$ cat config.mk
export PLATFORM = sky130hd
export DESIGN_NAME = shift_rows_pipe
export DESIGN_NICKNAME = d
export VERILOG_FILES = /design/src/rtl/shift_rows_pipe.sv
export SDC_FILE = /design/constraint.sdc
export NUM_CORES = 1
export LEC_CHECK = 0
export ABC_AREA = 0
export CORE_MARGIN = 4
export CORE_UTILIZATION = 45
export CTS_CLUSTER_SIZE = 25
export DETAILED_ROUTE_END_ITERATION = 10
export GPL_TIMING_DRIVEN = 0
export PLACE_DENSITY = 0.73
export SYNTH_ARGS = -nofsm -noshare
export SYNTH_HDL_FRONTEND = slang
export SYNTH_SLANG_ARGS = --single-unit
$ cat constraint.sdc
create_clock -name clk -period 6.25 [get_ports clk]
set_input_delay 1.25 -clock clk [delete_from_list [all_inputs] [get_ports clk]]
set_output_delay 1.25 -clock clk [all_outputs]
set_load 0.05 [all_outputs]
$ cat src/rtl/shift_rows_pipe.sv
// Rijndael ShiftRows / InvShiftRows stage: combinational row permutation on the
// input side, followed by a DEPTH-entry circular FIFO that carries the mode bit.
module shift_rows_pipe #(
  parameter int NB    = 4,
  parameter int DEPTH = 2
) (
  input  logic                           clk,
  input  logic                           rst_n,
  input  logic                           in_valid,
  output logic                           in_ready,
  input  logic                           in_inv,
  input  logic [0:32*NB-1]               b_shift,
  output logic                           out_valid,
  input  logic                           out_ready,
  output logic                           out_inv,
  output logic [0:32*NB-1]               a_shift,
  output logic [$clog2(DEPTH+1)-1:0]     level
);

  localparam int W  = 32 * NB;
  localparam int PW = (DEPTH > 1) ? $clog2(DEPTH) : 1;
  localparam int LW = $clog2(DEPTH + 1);

  if (!(NB == 4 || NB == 6 || NB == 8)) begin : g_bad_nb
    $error("shift_rows_pipe: NB must be 4, 6 or 8");
  end
  if (DEPTH < 1) begin : g_bad_depth
    $error("shift_rows_pipe: DEPTH must be at least 1");
  end

  // Rows 2 and 3 shift one extra column for the 256-bit block.
  function automatic int row_shift(input int r);
    if (NB == 8 && r >= 2) return r + 1;
    return r;
  endfunction

  logic [0:W-1] fwd_perm;
  logic [0:W-1] inv_perm;
  logic [0:W-1] perm;

  for (genvar c = 0; c < NB; c++) begin : g_col
    for (genvar r = 0; r < 4; r++) begin : g_row
      localparam int FSRC = (c + row_shift(r)) % NB;
      localparam int ISRC = (c - row_shift(r) + NB) % NB;
      assign fwd_perm[8*(4*c+r) +: 8] = b_shift[8*(4*FSRC+r) +: 8];
      assign inv_perm[8*(4*c+r) +: 8] = b_shift[8*(4*ISRC+r) +: 8];
    end
  end

  assign perm = in_inv ? inv_perm : fwd_perm;

  // Handshake: a transfer happens on a rising edge where valid && ready are both
  // high; ready depends only on registered occupancy, never on the far side's ready.
  logic [0:W-1]  mem_q [DEPTH];
  logic          inv_mem_q [DEPTH];
  logic [PW-1:0] wr_ptr_q, wr_ptr_d;
  logic [PW-1:0] rd_ptr_q, rd_ptr_d;
  logic [LW-1:0] level_q, level_d;
  logic          push, pop;

  assign in_ready  = (level_q < LW'(DEPTH));
  assign out_valid = (level_q != '0);
  assign push      = in_valid && in_ready;
  assign pop       = out_valid && out_ready;

  always_comb begin
    wr_ptr_d = wr_ptr_q;
    rd_ptr_d = rd_ptr_q;
    level_d  = level_q;
    if (push) wr_ptr_d = (wr_ptr_q == PW'(DEPTH - 1)) ? '0 : wr_ptr_q + 1'b1;
    if (pop)  rd_ptr_d = (rd_ptr_q == PW'(DEPTH - 1)) ? '0 : rd_ptr_q + 1'b1;
    if (push && !pop)      level_d = level_q + 1'b1;
    else if (pop && !push) level_d = level_q - 1'b1;
  end

  always_ff @(posedge clk or negedge rst_n) begin
    if (!rst_n) begin
      wr_ptr_q <= '0;
      rd_ptr_q <= '0;
      level_q  <= '0;
    end else begin
      wr_ptr_q <= wr_ptr_d;
      rd_ptr_q <= rd_ptr_d;
      level_q  <= level_d;
    end
  end

  // Storage is left unreset; the empty-FIFO masking below hides stale contents.
  always_ff @(posedge clk) begin
    if (push) begin
      mem_q[wr_ptr_q]     <= perm;
      inv_mem_q[wr_ptr_q] <= in_inv;
    end
  end

  assign a_shift = out_valid ? mem_q[rd_ptr_q]     : '0;
  assign out_inv = out_valid ? inv_mem_q[rd_ptr_q] : 1'b0;
  assign level   = level_q;

endmodule

==> reports/qor.txt <==
status -> complete, no violations
Syn Nets -> 768
Starting DRT DRC Count -> 333
critical path type -> flip-flop to output pin
filler cell count -> 1759
gr ovfl total -> 0
post-synthesis area per instance -> 17.0 µm²
leakage power -> 5.45 nW
Slew headroom -> 38.1%
max_cap viols -> 0
Die X -> 163 µm
CP Launch Type -> flip-flop
max frequency -> 256 MHz
Nets -> 1068
crit path from -> level[0]
Int Power -> 4.63 mW
Pwr per Cell Area -> 554 nW/µm²
global-route wire length before repair -> 36300 µm
CP Max Fanout -> 10
H-tree Lvls -> 1
async set-reset flop share out of synthesis -> 1.53%
Adder-Cell Fraction of Synth Area -> 0.116%
WP data arrival -> 2.65 ns
total CTS buffers -> 27
1st-pass router iterations -> 5
warnings from Yosys -> 0
starting density of the core -> 45.9%
reg2reg setup slack -> 3.54 ns
Final setup viols -> 0
setup_tns -> 0 ns
post-synthesis compound-gate area fraction -> 0%
Final Cycle Share -> 62.5%
final hold vios -> 0
FF+latch count, synth -> 262
RSZ-0062 raised after global routing -> false
area leader, netlist -> edfxtp_1
Placer Congestion -> 0.760
PostCTS Resize Cnt -> 0
sequential area share after synthesis -> 72.6%
Reg-to-Reg Start -> level[1]
hold_sp -> wr_ptr_q
top-area cell type share of the netlist area -> 71.7%
simple-gate share of the synthesized area -> 4.78%
Residual DRC -> 0
Core ar. -> 23500 µm²
largest net degree at the start of global routing -> 59
count leader, synth -> edfxtp_1
Worst Path Required -> 5.00 ns
final wirelength -> 24200 µm
CP Capture Type -> output pin
vias in the first global route -> 6482
Min-Delay Path Class -> flip-flop to flip-flop
Rows -> 56
share of cells above drive strength 1 -> 15.2%
Final Critical Period -> 3.90 ns
Post-synth EDFFs -> 258
area delta synth->final -> 37.0%
clock slew at reported path FFs -> 0.06 ns
initial antenna violation count -> 0
vias -> 6236
Mapped Cells -> 634
placed wire-length estimate -> 16600 µm
CTS Hold Bufs -> 0
Total Power -> 8.21 mW
DR vias/cell -> 4.91
Psw -> 3.58 mW
Worst R2R Path Depth -> 5
# IOs -> 266
clock buffer depth -> 3
largest cells by area after synthesis -> edfxtp_1, mux2i_1, mux2_2
main combinational cell family by area after synthesis -> multiplexers
die footprint -> 26600 µm²
Synth Area in XOR/XNOR -> 0.405%
hold path depth -> 1
Final Max Slew Viols -> 0
Clock Skew -> 0.0134 ns
VDD IR max -> 400 µV
register share of total power -> 29.0%
Worst-Margin Slew -> 0.926 ns
Die Y -> 163 µm
mux contribution to synthesized area -> 18.6%
I/O Buffers -> 265
CTS root buf -> clkbuf_16
Synth cell types -> 17
CTS tree -> built
Gate power share -> 53.2%
synthesized cell area -> 10800 µm²
total track usage -> 17.6%
routed len/inst -> 19.0 µm
top post-synthesis cells by count -> edfxtp_1, nor2_1, mux2i_1
sw frac -> 43.6%
Clk Latency, worst-skew pair -> 0.53 ns
post-detailed-route count of antenna-violating nets -> 0
total clock sinks -> 262
Main synth FF type -> edfxtp_1
Clk pwr share -> 17.8%
Post-CTS Setup Inserts -> 0
worst max-delay path, cell delays in order (launching register included):
cell and delay [ns]:
dfrtp_1 0.44, nor2_2 0.19, buf_2 0.36, buf_2 0.31, nor2_1 0.08, clkdlybuf4s50_1 0.75
sequential cells by signal, summed over array words and instances (netlist names):
signal,count
inv_mem_q,2
level,2
mem_q,256
rd_ptr_q,1
wr_ptr_q,1
routing by layer:
| layer | wire length, µm | up-vias | global-route usage (%) |
|---|---|---|---|
| li1 | - | 2962 | - |
| met1 | 9850 | 3013 | 22.4 |
| met2 | 12000 | 222 | 30.5 |
| met3 | 1740 | 39 | 3.82 |
| met4 | 554 | 0 | 5.18 |
| met5 | 0 | - | 0 |
cells in the final DEF (no fill, tap or decap):
cell type        instances
and2_4                   1
buf_1                    1
buf_12                  14
buf_16                   3
buf_2                   14
buf_4                   10
bufinv_16                1
clkbuf_1                 5
clkbuf_16               27
clkdlybuf4s50_1        265
clkinv_1                 4
clkinv_2                 6
clkinvlp_4               1
dfrtp_1                  4
diode_2                  1
edfxtp_1               258
ha_1                     1
inv_1                    2
inv_16                   1
mux2_2                  64
mux2i_1                129
nand2_1                  1
nor2_1                 130
nor2_2                   1
nor2b_1                  1
nor2b_4                  1
xnor2_1                  3
xor2_1                   2
through the flow:
step / hold slack (ns) / area, µm² / instances / worst slack [ns] / util (%)
after detailed placement: 0.540 / 14000 / 1224 / 2.20 / 59.5
after floorplan: 0.473 / 10800 / 634 / 0.900 / -
after global routing: 0.593 / 14800 / 1269 / 2.20 / 62.9
final: 0.557 / 14800 / 1270 / 2.35 / 62.9
after global placement: 0.485 / 13900 / 1218 / -1.64 / 58.9
after CTS: 0.553 / 14800 / 1269 / 2.27 / 62.9
power by group through the flow:
stage / clock network (mW) / registers, mW / logic [mW]
after global routing: 1.57 / 2.41 / 4.58
after global placement: 0 / 2.48 / 4.34
after detailed placement: 0 / 2.42 / 4.41
after CTS: 1.49 / 2.38 / 4.43
after floorplan: 0 / 2.47 / 2.92
final: 1.46 / 2.38 / 4.37
final timing paths:
check,to
setup / recovery,a_shift[127]
min in group asynchronous,wr_ptr_q
hold / removal,wr_ptr_q
setup reg to reg,mem_q[0][11]
hold reg to reg,wr_ptr_q
max in group asynchronous,level[0]
cell type report:
| type | instances | area (µm²) | area share (%) |
|---|---|---|---|
| antenna | 1 | 2.50 | 0.0169 |
| buffer | 36 | 369 | 2.49 |
| multi-input combinational | 334 | 2590 | 17.5 |
| tap | 319 | 399 | 2.69 |
| timing repair buffer | 271 | 2800 | 18.9 |
| inverter | 2 | 7.51 | 0.0507 |
| sequential | 262 | 7850 | 53.0 |
| clock inverter | 13 | 103 | 0.693 |
| clock buffer | 32 | 694 | 4.69 |
cells by family after synthesis:
| logic type | Yosys count |
|---|---|
| buffers and inverters | 38 |
| flip-flops | 262 |
| AND/OR/NAND/NOR | 135 |
| adder cells (fa/ha/maj) | 1 |
| XOR/XNOR | 5 |
| multiplexers | 193 |
No activity file was read; power rests on OpenSTA's default activity.
